===== config.mk =====
export PLATFORM = sky130hd
export DESIGN_NAME = ram_arbiter
export DESIGN_NICKNAME = d
export VERILOG_FILES = /design/src/rtl/ram_arbiter_pkg.sv /design/src/rtl/ram_arbiter_byte_merge.sv /design/src/rtl/ram_arbiter.sv
export SDC_FILE = /design/constraint.sdc
export NUM_CORES = 1
export LEC_CHECK = 0
export ABC_AREA = 1
export BUFFER_PORTS_ARGS = -buffer_cell sky130_fd_sc_hd__buf_4
export CAP_MARGIN = 40
export CORE_MARGIN = 2
export CORE_UTILIZATION = 47
export CTS_CLUSTER_SIZE = 20
export DETAILED_ROUTE_END_ITERATION = 10
export PLACE_DENSITY = 0.76
export SKIP_CTS_REPAIR_TIMING = 1
export SLEW_MARGIN = 20
export SYNTH_ARGS = -nofsm -noshare
export SYNTH_HDL_FRONTEND = slang
export SYNTH_SLANG_ARGS = --single-unit

===== constraint.sdc =====
create_clock -name clk_i -period 3 [get_ports clk_i]
set_input_delay 0.45 -clock clk_i [delete_from_list [all_inputs] [get_ports clk_i]]
set_output_delay 0.45 -clock clk_i [all_outputs]
set_load 0.05 [all_outputs]

===== src/rtl/ram_arbiter_pkg.sv =====
// ram_arbiter_pkg
//   Shared definitions for the instruction/data RAM arbiter:
//   - default address and data widths
//   - FSM state encoding (also exported on the debug port)
//   - owner encoding for the latched requester
//   - byte-enable pattern constants and the partial-store legality helper
package ram_arbiter_pkg;

   localparam int DEF_ADDR_WIDTH = 32;
   localparam int DEF_DATA_WIDTH = 32;

   typedef enum logic [2:0] {
      IDLE    = 3'd0,
      IF_RD   = 3'd1,
      MEM_RD  = 3'd2,
      RD_WAIT = 3'd3,
      MEM_WR  = 3'd4,
      RMW_WR  = 3'd5
   } state_t;

   typedef enum logic {
      OWN_IF  = 1'b0,
      OWN_MEM = 1'b1
   } owner_t;

   localparam logic [3:0] BE_FULL = 4'b1111;
   localparam logic [3:0] BE_B0   = 4'b0001;
   localparam logic [3:0] BE_B1   = 4'b0010;
   localparam logic [3:0] BE_B2   = 4'b0100;
   localparam logic [3:0] BE_B3   = 4'b1000;
   localparam logic [3:0] BE_H0   = 4'b0011;
   localparam logic [3:0] BE_H1   = 4'b1100;

   // Byte and naturally aligned half-word stores are the only partial
   // writes that go through read-modify-write.
   function automatic logic be_is_partial(input logic [3:0] be);
      logic r;
      r = 1'b0;
      case (be)
         BE_B0, BE_B1, BE_B2, BE_B3, BE_H0, BE_H1: r = 1'b1;
         default:                                  r = 1'b0;
      endcase
      return r;
   endfunction

endpackage


===== src/rtl/ram_arbiter_byte_merge.sv =====
// ram_byte_merge
//   Combinational lane merge for read-modify-write stores.
//   Ports:
//     old_i    - word read back from the RAM
//     new_i    - lane-aligned store data
//     be_i     - byte enables, lane 0 = bits 7:0
//     merged_o - per lane: be_i[i] ? new_i lane : old_i lane
module ram_byte_merge #(
   parameter int DATA_WIDTH = 32
) (
   input  logic [DATA_WIDTH-1:0]   old_i,
   input  logic [DATA_WIDTH-1:0]   new_i,
   input  logic [DATA_WIDTH/8-1:0] be_i,
   output logic [DATA_WIDTH-1:0]   merged_o
);

   always_comb begin
      merged_o = old_i;
      for (int i = 0; i < DATA_WIDTH/8; i++) begin
         if (be_i[i]) merged_o[8*i +: 8] = new_i[8*i +: 8];
      end
   end

endmodule


===== src/rtl/ram_arbiter.sv =====
// ram_arbiter
//   Shares one single-port RAM between an instruction-fetch port (read only)
//   and a load/store port. Partial stores are done as read-modify-write.
//   Ports:
//     clk_i, rst_n_i               - clock, async active-low reset
//     if_req_i/if_addr_i           - fetch request and byte address
//     if_ack_o/if_rdata_o          - fetch done pulse and fetched word
//     mem_req_i/we/be/addr/wdata   - load/store request
//     mem_ack_o/mem_rdata_o        - load/store done pulse and loaded word
//     mem_err_o                    - illegal byte-enable pattern (with ack)
//     if_stall_o/mem_stall_o       - request pending and not yet acked
//     ram_ce_o/we/addr/wdata       - registered RAM strobes
//     ram_rdata_i                  - RAM read data, valid cycle after read
//     dbg_state_o                  - current FSM state
//
//   Handshake: a requester raises req and holds it until its ack, a single
//   cycle pulse. The request is latched at grant, so dropping req or
//   changing the inputs after the grant cycle does not affect it.
module ram_arbiter
   import ram_arbiter_pkg::*;
#(
   parameter int ADDR_WIDTH = DEF_ADDR_WIDTH,
   parameter int DATA_WIDTH = DEF_DATA_WIDTH
) (
   input  logic                    clk_i,
   input  logic                    rst_n_i,
   input  logic                    if_req_i,
   input  logic [ADDR_WIDTH-1:0]   if_addr_i,
   output logic                    if_ack_o,
   output logic [DATA_WIDTH-1:0]   if_rdata_o,
   input  logic                    mem_req_i,
   input  logic                    mem_we_i,
   input  logic [DATA_WIDTH/8-1:0] mem_be_i,
   input  logic [ADDR_WIDTH-1:0]   mem_addr_i,
   input  logic [DATA_WIDTH-1:0]   mem_wdata_i,
   output logic                    mem_ack_o,
   output logic [DATA_WIDTH-1:0]   mem_rdata_o,
   output logic                    mem_err_o,
   output logic                    if_stall_o,
   output logic                    mem_stall_o,
   output logic                    ram_ce_o,
   output logic                    ram_we_o,
   output logic [ADDR_WIDTH-1:0]   ram_addr_o,
   output logic [DATA_WIDTH-1:0]   ram_wdata_o,
   input  logic [DATA_WIDTH-1:0]   ram_rdata_i,
   output state_t                  dbg_state_o
);

   state_t                  r_state;
   state_t                  w_state_nxt;
   owner_t                  r_last_grant;
   owner_t                  r_owner;
   logic [DATA_WIDTH/8-1:0] r_be;
   logic [DATA_WIDTH-1:0]   r_wdata;
   logic                    r_rmw;
   logic                    r_err;
   logic                    r_ram_ce;
   logic                    r_ram_we;
   logic [ADDR_WIDTH-1:0]   r_ram_addr;
   logic [DATA_WIDTH-1:0]   r_ram_wdata;
   logic [DATA_WIDTH-1:0]   r_if_rdata;
   logic [DATA_WIDTH-1:0]   r_mem_rdata;

   logic                    w_grant_mem;
   logic                    w_grant_if;
   logic                    w_store_full;
   logic                    w_store_part;
   logic                    w_store_bad;
   logic                    w_rd_done;
   logic                    w_mem_ld_ack;
   logic                    w_ce_nxt;
   logic                    w_we_nxt;
   logic [ADDR_WIDTH-1:0]   w_addr_nxt;
   logic [DATA_WIDTH-1:0]   w_wdata_nxt;
   logic [DATA_WIDTH-1:0]   w_merged;
   logic                    w_unused_addr_bits;

   // The RAM is word addressed; the byte offset only matters to the mem stage.
   assign w_unused_addr_bits = ^{if_addr_i[1:0], mem_addr_i[1:0]};

   // Both pending: whoever was not granted last wins. last_grant resets to
   // IF so the data side wins the first contention.
   assign w_grant_mem = (r_state == IDLE) && mem_req_i &&
                        (!if_req_i || (r_last_grant == OWN_IF));
   assign w_grant_if  = (r_state == IDLE) && if_req_i && !w_grant_mem;

   assign w_store_full = mem_we_i && (&mem_be_i);
   assign w_store_part = mem_we_i && be_is_partial(mem_be_i);
   assign w_store_bad  = mem_we_i && !w_store_full && !w_store_part;

   ram_byte_merge #(
      .DATA_WIDTH(DATA_WIDTH)
   ) u_merge (
      .old_i   (ram_rdata_i),
      .new_i   (r_wdata),
      .be_i    (r_be),
      .merged_o(w_merged)
   );

   // RAM strobes are registered, so they are computed from the state being
   // entered: ce is high exactly during IF_RD, MEM_RD, legal MEM_WR, RMW_WR.
   always_comb begin
      w_state_nxt = r_state;
      w_ce_nxt    = 1'b0;
      w_we_nxt    = 1'b0;
      w_addr_nxt  = r_ram_addr;
      w_wdata_nxt = r_ram_wdata;
      case (r_state)
         IDLE: begin
            if (w_grant_mem) begin
               w_addr_nxt = {mem_addr_i[ADDR_WIDTH-1:2], 2'b00};
               if (!mem_we_i || w_store_part) begin
                  w_state_nxt = MEM_RD;
                  w_ce_nxt    = 1'b1;
               end else if (w_store_full) begin
                  w_state_nxt = MEM_WR;
                  w_ce_nxt    = 1'b1;
                  w_we_nxt    = 1'b1;
                  w_wdata_nxt = mem_wdata_i;
               end else begin
                  // Illegal pattern: pass through MEM_WR to ack with error,
                  // without touching the RAM.
                  w_state_nxt = MEM_WR;
               end
            end else if (w_grant_if) begin
               w_state_nxt = IF_RD;
               w_ce_nxt    = 1'b1;
               w_addr_nxt  = {if_addr_i[ADDR_WIDTH-1:2], 2'b00};
            end
         end
         IF_RD, MEM_RD: begin
            w_state_nxt = RD_WAIT;
         end
         RD_WAIT: begin
            if (r_rmw) begin
               w_state_nxt = RMW_WR;
               w_ce_nxt    = 1'b1;
               w_we_nxt    = 1'b1;
               w_wdata_nxt = w_merged;
            end else begin
               w_state_nxt = IDLE;
            end
         end
         MEM_WR, RMW_WR: begin
            w_state_nxt = IDLE;
         end
         default: begin
            w_state_nxt = IDLE;
         end
      endcase
   end

   always_ff @(posedge clk_i or negedge rst_n_i) begin
      if (!rst_n_i) begin
         r_state      <= IDLE;
         r_last_grant <= OWN_IF;
         r_owner      <= OWN_IF;
         r_be         <= '0;
         r_wdata      <= '0;
         r_rmw        <= 1'b0;
         r_err        <= 1'b0;
         r_ram_ce     <= 1'b0;
         r_ram_we     <= 1'b0;
         r_ram_addr   <= '0;
         r_ram_wdata  <= '0;
         r_if_rdata   <= '0;
         r_mem_rdata  <= '0;
      end else begin
         r_state     <= w_state_nxt;
         r_ram_ce    <= w_ce_nxt;
         r_ram_we    <= w_we_nxt;
         r_ram_addr  <= w_addr_nxt;
         r_ram_wdata <= w_wdata_nxt;
         if (w_grant_mem) begin
            r_owner      <= OWN_MEM;
            r_last_grant <= OWN_MEM;
            r_be         <= mem_be_i;
            r_wdata      <= mem_wdata_i;
            r_rmw        <= w_store_part;
            r_err        <= w_store_bad;
         end else if (w_grant_if) begin
            r_owner      <= OWN_IF;
            r_last_grant <= OWN_IF;
            r_rmw        <= 1'b0;
            r_err        <= 1'b0;
         end
         if (if_ack_o)     r_if_rdata  <= ram_rdata_i;
         if (w_mem_ld_ack) r_mem_rdata <= ram_rdata_i;
      end
   end

   // RD_WAIT of a plain read is the ack cycle; the read word is forwarded
   // straight from the RAM that cycle and held in a register afterwards.
   assign w_rd_done    = (r_state == RD_WAIT) && !r_rmw;
   assign w_mem_ld_ack = w_rd_done && (r_owner == OWN_MEM);

   assign if_ack_o    = w_rd_done && (r_owner == OWN_IF);
   assign mem_ack_o   = (r_owner == OWN_MEM) &&
                        (w_rd_done || (r_state == MEM_WR) || (r_state == RMW_WR));
   assign mem_err_o   = (r_state == MEM_WR) && r_err;
   assign if_rdata_o  = if_ack_o     ? ram_rdata_i : r_if_rdata;
   assign mem_rdata_o = w_mem_ld_ack ? ram_rdata_i : r_mem_rdata;

   assign if_stall_o  = if_req_i  && !if_ack_o;
   assign mem_stall_o = mem_req_i && !mem_ack_o;

   assign ram_ce_o    = r_ram_ce;
   assign ram_we_o    = r_ram_we;
   assign ram_addr_o  = r_ram_addr;
   assign ram_wdata_o = r_ram_wdata;
   assign dbg_state_o = r_state;

endmodule


# Word-level counts from Yosys, hierarchy flattened
# Cells that the tools add are included.
[op_classes]
n_eq_ne = 16
n_mux = 32
n_bitwise = 1
reduce_logical = 35
[op_table]
columns = ["op", "n"]
rows = [
  ["two-way mux 32 bit", 8],
  ["one-hot mux 32 bit (2 select lines)", 1],
  ["two-way mux 8 bit", 4],
  ["logical AND 1 bit", 15],
  ["two-way mux 1 bit", 12],
  ["two-way mux 3 bit", 4],
  ["one-hot mux 3 bit (3 select lines)", 1],
  ["== test 4 x 2 -> 1 bit (second input constant)", 2],
  ["== test 4 bit (second input constant)", 2],
  ["logical NOT 1 bit", 8],
  ["inequality test 2 bit (second input constant)", 4],
  ["== test 3 x 2 -> 1 bit (second input constant)", 2],
  ["== test 3 bit (second input constant)", 2],
  ["OR reduction 6 bit", 1],
  ["AND reduction 5 bit", 1],
  ["== test 4 x 1 -> 1 bit (second input constant)", 1],
  ["== test 4 x 3 -> 1 bit (second input constant)", 1],
  ["logical OR 1 bit", 4],
  ["one-hot mux 1 bit (2 select lines)", 2],
  ["AND reduction 4 bit", 1],
  ["nonzero test 2 bit", 2],
  ["== test 3 x 1 -> 1 bit (second input constant)", 1],
  ["logical NOT 3 bit", 1],
  ["inequality test 3 bit (second input constant)", 1],
  ["other kinds (3)", 3],
]
[word_totals]
ff_bits = 172
output_inout_bits = 138
word_cells = 96

# Longest topological paths before layout
# Gate-level depths: netlist of the first run.
[logic_depth]
depth_word = 8
mapped_depth = 9
depth_no_buf = 7

# By module
# Synthesis of the first run repeated with hierarchy kept, for this count alone.
[hier_totals]
hier_cells = 1027
area_unflattened_um2 = 7907.6
[by_module_without_submodules]
columns = ["mod", "n_inst", "cells_each", "area_per_inst_um2", "seq_area_each_um2"]
rows = [
  ["ram_arbiter", 1, 923, 7487.2, 4254.1],
  ["ram_byte_merge", 1, 104, 420.4, 0.0],
]

# Least setup slack after synthesis of the first run
# No wires, ideal clock.
[synth_timing]
path_kind = "register to output"
startpoint = "reg r_state[2] (netlist: dbg_state_o[2])"
endpoint = "out mem_stall_o"
arrival_time_ps = 2665
required_ps = 2550
slack_ps = -115
stages_incl_launch_ff = 4
n_path_buf = 0
path_cell_list = "dfrtp_1 -> inv_2 -> o31ai_1 -> nor2_1"
[synth_via]
elab_chain_cells = 7
elab_cells_between_ends = 9
cone_classes = "3 x eq/ne; 6 x reduce/logical"
[synth_lines]
columns = ["item", "line", "source"]
rows = [
  ["from (decl)", "ram_arbiter.sv:49", "state_t r_state;"],
  ["from (signal assigned)", "ram_arbiter.sv:169", "r_state <= w_state_nxt;"],
  ["== test 3 x 2 -> 1 bit", "ram_arbiter.sv:194", "assign w_rd_done = (r_state == RD_WAIT) && !r_rmw;"],
  ["logical AND 1 bit", "ram_arbiter.sv:194", ""],
  ["logical OR 1 bit", "ram_arbiter.sv:199", "(w_rd_done || (r_state == MEM_WR) || (r_state == RMW_WR));"],
  ["logical OR 1 bit (*)", "ram_arbiter.sv:199", ""],
  ["logical AND 1 bit (*)", "ram_arbiter.sv:198", "assign mem_ack_o = (r_owner == OWN_MEM) &&"],
  ["named net mem_ack_o", "ram_arbiter.sv:36", "output logic mem_ack_o,"],
  ["logical NOT 1 bit (*)", "ram_arbiter.sv:205", "assign mem_stall_o = mem_req_i && !mem_ack_o;"],
  ["logical AND 1 bit (*)", "ram_arbiter.sv:205", ""],
  ["to (decl)", "ram_arbiter.sv:40", "output logic mem_stall_o,"],
]
# The timed path passes the listed nets; every way through them passes the cells marked *.

# Worst setup path after layout of the first run
[layout_timing]
startpoint = "reg r_state[2] (netlist: dbg_state_o[2])"
endpoint = "out mem_rdata_o[8]"
[layout_via]
elab_chain_cells = 4
[layout_lines]
columns = ["item", "line", "source"]
rows = [
  ["== test 3 x 2 -> 1 bit", "ram_arbiter.sv:194", ""],
  ["logical AND 1 bit", "ram_arbiter.sv:194", ""],
  ["logical AND 1 bit", "ram_arbiter.sv:195", "assign w_mem_ld_ack = w_rd_done && (r_owner == OWN_MEM);"],
  ["two-way mux 32 bit", "-", ""],
  ["to (decl)", "ram_arbiter.sv:37", "output logic [DATA_WIDTH-1:0] mem_rdata_o,"],
]
# No other way between the ends.

==> results of run 1 <==
-- routing by layer --
metal / wire length (um) / global-route usage
met5: 0 / 0
met4: 410 / 0.0926
met3: 1810 / 0.0684
met2: 10300 / 0.402
met1: 9040 / 0.334
-- how the worst min path moves through the flow --
stage / end / slack [ps] / cells past startpoint
final: ram_addr_o[5]$_DFFE_PN0P_ / -30 / 1
after global placement: ram_addr_o[18]$_DFFE_PN0P_ / 450 / 1
after global routing: ram_addr_o[17]$_DFFE_PN0P_ / 10 / 1
after floorplan: dbg_state_o[0]$_DFFE_PN0P_ / 150 / 0
after detailed placement: ram_addr_o[10]$_DFFE_PN0P_ / 450 / 1
after CTS: ram_addr_o[10]$_DFFE_PN0P_ / -10 / 1
-- where the power goes --
group          leakage, uW  total (uW)  internal, uW  switching [uW]
sequential         0.00211        3990          3380             607
clock             0.000287        2250          1310             943
combinational      0.00306        8310          2310            6000
total              0.00546       14500          7000            7550
-- layout by cell type, fill, tap and decap left out, drive strengths merged, types with 3 or more instances in the layout --
master,instances
nor2,40
buf,280
clkinvlp,3
inv,69
o21ai,197
dfrtp,170
nand2,340
nand3,38
clkbuf,21
-- kinds of logic (layout without fill, tap and decap cells) --
| group | count (synthesis) | in the layout |
|---|---|---|
| flip-flops | 170 | 170 |
| other | 1 | 2 |
| AND/OR/NAND/NOR | 421 | 421 |
| AO/OA/AOI/OAI | 199 | 199 |
| buffers and inverters | 124 | 377 |
-- flip-flops by register name, summed over array words and instances (netlist names) --
register and flops:
r_if_rdata 32, ram_addr_o 30, r_err 1, ram_we_o 1, ram_wdata_o 32, ram_ce_o 1
r_wdata 32, dbg_state_o 3, r_be 4, r_mem_rdata 32, r_rmw 1, r_owner 1
-- per-stage QoR --
stage               worst slack, ps  area (um^2)
floorplan                       150         7590
global placement                599         9630
detailed placement              528         9630
CTS                            79.7        10200
global route                   36.0        10200
finish                          222        10200
-- cells in the mapped netlist, drive strengths merged --
cell,n
buf,44
clkbuf,15
nand4,2
nor3b,1
nand3,38
dfrtp,170
conb,1
o21ai,197
o31ai,1
inv,65
nand2,340
nor2,40
a31oi,1
-- area by class of cell --
type	count	area (um^2)	area share
multi-input combinational	622	2730	0.267
clock inverter	11	135	0.0132
clock buffer	21	470	0.0459
timing repair buffer	280	2140	0.209
sequential	170	4250	0.415
inverter	65	244	0.0238
tap	216	270	0.0264
-- worst max-delay path: cells and delay by family, from the launching register on --
kind / cells / cell delay (ps)
DFF: 1 / 380
and+or+nand+nor: 3 / 630
buffers and inverters: 3 / 610
AOI/OAI and AO/OA: 1 / 260
==> impl_results.md, run 1 <==
* Status: finished, violations left
* Failing checks: negative hold slack
* Diodes inserted at 0
* Top-level I/O count at 275
* Die area at 0.0172 mm^2
* Fillers at 1,353
* Root Buffer: clkbuf_16
* Worst reg2reg path depth at 7
* Initial Utilization at 0.479
* Max Clock Skew at 8.19 ps
* Pre-Repair DR Iteration Count at 8
* Maximum VDD drop at 0.650 mV
* CTS max path bufs at 2
* Crit start category: flop
* Pwr Total at 14,500 uW
* Worst R2R Setup Slack at 1080 ps
* Num rows at 46
* Combinational family with the most area after synthesis: simple AND/OR/NAND/NOR gates
* Die W at 131 um
* CTS Buf Count at 17
* Worst Setup Path Type: flop to primary output
* Number of cells produced by synthesis at 915
* CP max-delay cell: dfrtp_1
* R2R Path Start: dbg_state_o[1]$_DFFE_PN0P_
* Final Setup Violations at 0
* Slew margin rel. at 0.611
* RR Endpoint: ram_wdata_o[9]$_DFFE_PN0P_
* First-pass GRT wire length at 33,200 um
* Pin count of the biggest net entering global routing at 66
* Final hold vios at 34
* Crit path max fanout at 49
* Maxcap violations at 0
* Final Core Density at 0.648
* Final min period at 2780 ps
* Gp weighted congestion at 0.844
* Post-Synth XOR/XNOR Area at 0
* Wire per inst at 15.5 um
* Mux contribution to synthesized area at 0
* Core area at 0.0158 mm^2
* Worst Path Required at 2550 ps
* Area share of the largest cell type after synthesis at 0.561
* RSZ-0062 raised after global routing: false
* Max Clock Freq at 0.360 GHz
* Global route overflow at 0
* Fin nets at 1,293
* Die Ht at 131 um
* CTS tree: done
* Simple logic cell fraction of the synthesized area at 0.225
* Clk sinks at 170
* Adder-cell area share of the yosys netlist at 0
* Synth cell types at 24
* Total track usage at 0.253
* Vias at 6,922
* Cell Pwr Density at 1420 mW/mm^2
* Critical path launch point: dbg_state_o[2]$_DFFE_PN0P_
* Initial DRC Count at 562
* IO buf count at 268
* Slew Limit Fails at 0
* Max stage delay on crit path at 380 ps
* Via density at 5.00
* Worst setup endpoint: mem_rdata_o[8]
* Synth-to-Final Area Change at 35.2%
* Crit path DAT at 2330 ps
* Layout cells sized above 1 at 0.278
* Initial antenna violation count at 0
* Synth top area cells: dfrtp_1 (56%), nand2_1 (17%), o21ai_0 (7.9%)
* Synth warnings at 0
* Register area share after synthesis at 0.561
* CP endpoint kind: primary output
* Leakage power at 0.00546 uW
* HPWL after DPL at 15,100 um
* FF+latch count, synth at 170
* Min-Delay Path Class: input pin to async pin
* Worst-skew pair later-pin latency at 430 ps
* Antenna-violating nets left at 0
* DRC Markers at 0
* Number of global-route vias before repair at 6,422
* H-Tree Depth at 4
* Slew @ Worst Pin at 584 ps
* Dpl cells at 1,353
* Synth Area in Compound Gates at 0.132
* Total wire length at 21,500 um
* CTS clock-pin slew for the worst setup and hold paths at 70 ps
* Avg Cell Area, Syn at 8.29 um^2
* Leading area contributor after synthesis: dfrtp_1
* Final Non-Filler Cells at 1,385
* Worst-case hold slack at -27.3 ps
* Final period util at 0.926
* Fin Setup TNS at 0 ps
* Syn Std Cell Area at 0.00758 mm^2
* Crit path cell chain: inv_2 > nand3_4 > nor2_4 > nand2_4 > buf_12 > o21ai_0 > buf_4
Note: power is estimated with default switching activity, not from simulation.
==> run 2: changes to the inputs <==
--- a/config.mk
+++ b/config.mk
@@ -8,10 +8,11 @@
 export ABC_AREA = 1
 export BUFFER_PORTS_ARGS = -buffer_cell sky130_fd_sc_hd__buf_4
 export CAP_MARGIN = 40
-export CORE_MARGIN = 2
+export CORE_MARGIN = 8
 export CORE_UTILIZATION = 47
 export CTS_CLUSTER_SIZE = 20
 export DETAILED_ROUTE_END_ITERATION = 10
+export MAX_ROUTING_LAYER = met4
 export PLACE_DENSITY = 0.76
 export SKIP_CTS_REPAIR_TIMING = 1
 export SLEW_MARGIN = 20
==> impl_results.md, run 2 (synthesis results as in run 1) <==
* Gp weighted congestion at 0.863 (+2.2%)
* Worst reg2reg path depth at 7 (unchanged)
* Max Clock Skew at 8.60 ps (+0.410 ps)
* Most common cell after layout, fill and taps aside: nand2_1
* Top-level I/O count at 275 (unchanged)
* Final hold vios at 0 (-100%)
* Crit path cell chain: inv_2 > nand3_4 > nor2_2 > nand2_2 > buf_12 > o21ai_0 > buf_4
* WP depth at 7 (unchanged)
* First-pass GRT wire length at 36,500 um (+10%)
* Status: finished, final reports clean
* Total track usage at 0.238 (-0.0147)
* Die Ht at 143 um (+9.2%)
* Sw frac at 0.527 (+0.00755)
* CTS clock-pin slew for the worst setup and hold paths at 60 ps (about the same)
* Final Core Density at 0.644 (-0.00372)
* GR Util met1 at 0.303 (-0.0315)
* Fillers at 1,334 (-1.4%)
* Max stage delay on crit path at 380 ps (about the same)
* Grt met3 use at 0.0497 (-0.0187)
* Pint at 6850 uW (-2.1%)
* Maxcap violations at 0 (unchanged)
* H-Tree Depth at 4 (unchanged)
* Worst R2R Setup Slack at 1000 ps (-80 ps)
* Slew Limit Fails at 0 (unchanged)
* Clk sinks at 170 (unchanged)
* Worst-case hold slack at 63.7 ps (+91.0 ps)
* Synth-to-Final Area Change at 34.4%
* Final period util at 0.941 (+0.0146)
* Slew @ Worst Pin at 742 ps (+158 ps)
* Diodes inserted at 0 (unchanged)
* Combinational fraction of design power at 0.579 (+0.008)
* Layout cells sized above 1 at 0.278 (about the same)
* Clock share of power at 0.145 (-0.010)
* Initial DRC Count at 496 (-12%)
* Via density at 5.05 (+1.0%)
* CP max-delay cell: dfrtp_1
* RR Endpoint: ram_addr_o[16]$_DFFE_PN0P_
* R2R Path Start: dbg_state_o[1]$_DFFE_PN0P_
* Crit path DAT at 2370 ps (+40 ps)
* Min-Delay Path Class: input pin to async pin
* Die W at 143 um (+9.2%)
* Root Buffer: clkbuf_16
* Leakage power at 0.00543 uW (-0.53%)
* Die area at 0.0205 mm^2 (+19%)
* Initial Utilization at 0.479 (unchanged)
* CTS Buf Count at 17 (unchanged)
* Initial antenna violation count at 0 (unchanged)
* Final min period at 2820 ps (+43.7 ps)
* Wire per inst at 17.0 um (+9.3%)
* Maximum VDD drop at 0.648 mV (-0.29%)
* Vias at 6,997 (+1.1%)
* Pre-Repair DR Iteration Count at 6 (-2)
* Worst-skew pair later-pin latency at 420 ps (about the same)
* Core area at 0.0158 mm^2 (unchanged)
* CTS tree: done
* Met2 Use GR at 0.363 (-0.0384)
* Global route overflow at 0 (unchanged)
* Final Non-Filler Cells at 1,386 (+0.072%)
* HPWL after DPL at 16,800 um (+12%)
* Max Clock Freq at 0.354 GHz (-1.5%)
* Cell Pwr Density at 1420 mW/mm^2 (about the same)
* Buf/Inv on CP at 3 (unchanged)
* Fin nets at 1,294 (+0.077%)
* Gr busiest metal: met2
* Worst Path Required at 2550 ps (about the same)
* Slew margin rel. at 0.505 (-0.106)
* Num rows at 46 (unchanged)
* Crit start category: flop
* Antenna-violating nets left at 0 (unchanged)
* Crit path max fanout at 65 (+33%)
* Number of global-route vias before repair at 6,780 (+5.6%)
* RSZ-0062 raised after global routing: false
* Net switching power at 7620 uW (+0.95%)
* CP endpoint kind: primary output
* Final Setup Violations at 0 (unchanged)
* DRC Markers at 0 (unchanged)
* Seq pwr share at 0.276 (+0.002)
* CTS max path bufs at 2 (unchanged)
* Worst setup endpoint: mem_rdata_o[2]
* Worst Setup Path Type: flop to primary output
* Pin count of the biggest net entering global routing at 79 (+20%)
* Fin Setup TNS at 0 ps (unchanged)
* IO buf count at 268 (unchanged)
* CP top delay family: buffers and inverters
* Dpl cells at 1,354 (+0.074%)
* Critical path launch point: dbg_state_o[2]$_DFFE_PN0P_
* Highest-count cells in the layout ignoring fill and taps: nand2_1 (335), buf_4 (278), dfrtp_1 (170)
* Total wire length at 23,500 um (+9.4%)
run 2: cell types whose count changed in the layout (fill, tap and decap cells not counted), sizes merged:
cell    change
bufinv      -1
clkinv      +3
inv         -1
clkbuf      -1
buf         +1
run 2: worst min path at each step:
stage	startpoint	end	slack, ps	cells past startpoint
global route	rst_n_i	r_wdata[3]$_DFFE_PN0P_	120	1
finish	rst_n_i	ram_wdata_o[31]$_DFFE_PN0P_	60	1
detailed placement	r_wdata[28]$_DFFE_PN0P_	r_wdata[28]$_DFFE_PN0P_	460	2
floorplan	rst_n_i	dbg_state_o[0]$_DFFE_PN0P_	150	0
CTS	rst_n_i	r_wdata[30]$_DFFE_PN0P_	90	1
global placement	r_wdata[16]$_DFFE_PN0P_	r_wdata[16]$_DFFE_PN0P_	450	2
run 2: worst register-to-register path, cell delays in order (launching register included):
cell and delay, ps:
dfrtp_1 470, inv_1 150, nand3_4 150, nor2_4 530, inv_1 120, buf_4 270
nand2_1 130, o21ai_1 70
run 2: power groups by stage:
stage	logic [uW]	clock network [uW]	registers, uW
2_1_floorplan	4620	0	5260
3_3_place_gp	8300	0	3960
3_5_place_dp	8400	0	4010
4_1_cts	8440	2140	3980
5_1_grt	8910	2240	4110
6_report	8380	2100	3990
run 2: stage by stage:
step | instance area, um^2 | power, uW | worst slack (ps)
2_1_floorplan | 7590 | 9880 | 150
5_1_grt | 10200 | 15300 | 69.7
3_3_place_gp | 9630 | 12300 | 819
6_report | 10200 | 14500 | 178
4_1_cts | 10200 | 14600 | 182
3_5_place_dp | 9630 | 12400 | 762
run 2: area by class of cell:
class,count,area (um^2),area share
clock inverter,12,115,0.0113
timing repair buffer,281,2140,0.210
sequential,170,4250,0.417
inverter,65,244,0.0239
multi-input combinational,622,2720,0.267
tap,216,270,0.0265
clock buffer,20,447,0.0438
run 2: layer usage:
| layer | vias to the layer above | part of all wire |
|---|---|---|
| met4 | 0 | 0.029 |
| met5 | - | 0 |
| li1 | 3392 | - |
| met1 | 3279 | 0.42 |
| met3 | 40 | 0.079 |
| met2 | 286 | 0.47 |
==> run 3: changes to the inputs <==
--- a/config.mk
+++ b/config.mk
@@ -8,12 +8,11 @@
 export ABC_AREA = 1
 export BUFFER_PORTS_ARGS = -buffer_cell sky130_fd_sc_hd__buf_4
 export CAP_MARGIN = 40
-export CORE_MARGIN = 8
-export CORE_UTILIZATION = 47
+export CORE_UTILIZATION = 54
 export CTS_CLUSTER_SIZE = 20
 export DETAILED_ROUTE_END_ITERATION = 10
 export MAX_ROUTING_LAYER = met4
-export PLACE_DENSITY = 0.76
+export PLACE_DENSITY = 0.86
 export SKIP_CTS_REPAIR_TIMING = 1
 export SLEW_MARGIN = 20
 export SYNTH_ARGS = -nofsm -noshare
==> impl_results.md, run 3 (synthesis results as in run 1) <==
* RR Endpoint: r_wdata[12]$_DFFE_PN0P_
* Final Core Density at 0.757 (+0.113)
* Antenna-violating nets left at 0 (unchanged)
* Final hold vios at 17 (+17)
* Crit path DAT at 2360 ps (about the same)
* Buf/Inv on CP at 3 (unchanged)
* Final min period at 2810 ps (-15.4 ps)
* Pre-Repair DR Iteration Count at 7 (+1)
* Fin nets at 1,293 (-0.077%)
* IO buf count at 268 (unchanged)
* Seq. cell area at 0.00425 mm^2 (unchanged)
* RSZ-0062 raised after global routing: false
* Initial DRC Count at 590 (+19%)
* Failing checks: negative hold slack
* CTS Buf Count at 17 (unchanged)
* R2R Path Start: dbg_state_o[1]$_DFFE_PN0P_
* Max stage delay on crit path at 380 ps (about the same)
* DRC Markers at 0 (unchanged)
* Final Setup Violations at 0 (unchanged)
* H-Tree Depth at 4 (unchanged)
* Crit start category: flop
* Max Clock Freq at 0.356 GHz (+0.55%)
* Via density at 5.18 (+2.6%)
* Total wire length at 21,000 um (-11%)
* Multi-input gate area at 0.00273 mm^2 (+0.18%)
* Pin count of the biggest net entering global routing at 67 (-15%)
* Worst R2R Setup Slack at 1130 ps (+130 ps)
* Vias at 6,969 (-0.40%)
* CTS tree: done
* CP top delay family: simple AND/OR/NAND/NOR gates
* Initial antenna violation count at 0 (unchanged)
* CTS max path bufs at 2 (unchanged)
* Fin Setup TNS at 0 ps (unchanged)
* Global route overflow at 0 (unchanged)
* Max Clock Skew at 8.98 ps (+0.377 ps)
* Root Buffer: clkbuf_16
* Crit path max fanout at 49 (-25%)
* Num rows at 42 (-8.7%)
* Final period util at 0.935 (-0.00512)
* Core area at 0.0135 mm^2 (-15%)
* Worst-case hold slack at -8.70 ps (-72.4 ps)
* Slew Limit Fails at 0 (unchanged)
* Slew @ Worst Pin at 531 ps (-211 ps)
* Clk sinks at 170 (unchanged)
* Worst reg2reg path depth at 7 (unchanged)
* Gp weighted congestion at 0.886 (+2.7%)
* Number of global-route vias before repair at 6,784 (+0.059%)
* Worst Path Required at 2550 ps (about the same)
* Fillers at 990 (-26%)
* Initial Utilization at 0.564 (+0.0846)
* CP max-delay cell: dfrtp_1
* Status: finished, violations left
* Die Ht at 120 um (-16%)
* Slew margin rel. at 0.646 (+0.141)
* WP depth at 7 (unchanged)
* Min-Delay Path Class: input pin to async pin
* Die W at 120 um (-16%)
* Most common cell after layout, fill and taps aside: nand2_1
* Post-route cell area at 0.0102 mm^2 (about the same)
* DP Area at 0.00959 mm^2 (-0.39%)
* First-pass GRT wire length at 33,600 um (-7.9%)
* Worst-skew pair later-pin latency at 430 ps (about the same)
* Highest-count cells in the layout ignoring fill and taps: nand2_1 (335), buf_4 (275), dfrtp_1 (170)
* Wire per inst at 15.6 um (-8.1%)
* Diodes inserted at 0 (unchanged)
* CP endpoint kind: primary output
* Crit path cell chain: inv_2 > nand3_4 > nor2_2 > nand2_4 > buf_12 > o21ai_0 > buf_4
* CTS clock-pin slew for the worst setup and hold paths at 60 ps (about the same)
* HPWL after DPL at 14,700 um (-12%)
* Synth-to-Final Area Change at 34.3% (about the same)
* Total track usage at 0.312 (+0.0745)
* Critical path launch point: dbg_state_o[2]$_DFFE_PN0P_
* Layout cells sized above 1 at 0.279 (+0.00109)
* Die area at 0.0145 mm^2 (-29%)
* Maxcap violations at 0 (unchanged)
* Top-level I/O count at 275 (unchanged)
* Worst Setup Path Type: flop to primary output
run 3: cell types whose count changed in the layout (fill, tap and decap cells not counted):
cell / before / now
buf_12: 2 / 3
buf_8: 0 / 1
clkinvlp_4: 3 / 2
nand2_4: 2 / 3
inv_6: 3 / 1
nand2_2: 3 / 2
buf_4: 278 / 275
bufinv_16: 1 / 2
clkbuf_1: 2 / 0
o21ai_0: 120 / 119
clkinv_2: 2 / 4
clkinv_4: 3 / 5
o21ai_1: 77 / 78
run 3: stage by stage:
step	hold slack, ps	instances	setup slack (ps)
6_report	-8.70	1345	194
4_1_cts	-11.6	1345	69.5
3_5_place_dp	450	1313	560
2_1_floorplan	154	916	150
3_3_place_gp	447	1312	637
5_1_grt	18.0	1345	27.3
run 3: worst max-delay path by stage:
| stage | end | slack [ps] |
|---|---|---|
| 3_3_place_gp | mem_rdata_o[7] | 640 |
| 2_1_floorplan | if_rdata_o[23] | 150 |
| 3_5_place_dp | mem_rdata_o[10] | 560 |
| 4_1_cts | mem_rdata_o[9] | 70 |
| 5_1_grt | mem_rdata_o[8] | 30 |
| 6_report | mem_rdata_o[10] | 190 |
run 3: per-layer routing:
metal	vias to the layer above	share of wire	track usage
li1	3394	-	-
met1	3256	0.42	0.397
met2	286	0.49	0.498
met3	33	0.067	0.0632
met4	0	0.024	0.117
met5	-	0	-
run 3: layout make-up:
cell class                 count  area share
timing repair buffer         280       0.211
tap                          176      0.0216
inverter                      65      0.0240
clock inverter                14      0.0145
clock buffer                  18      0.0431
multi-input combinational    622       0.268
sequential                   170       0.418
run 3: worst reg2reg max path: cells and delay by family, from the launching register on:
| kind | cells | cell delay [ps] |
|---|---|---|
| buffers and inverters | 3 | 920 |
| DFF | 1 | 470 |
| and+or+nand+nor | 3 | 320 |
| AOI/OAI and AO/OA | 1 | 90 |
Power of run 3 is not shown: default switching activity piles up to over one toggle a cycle in this logic, so the estimate is an artifact.
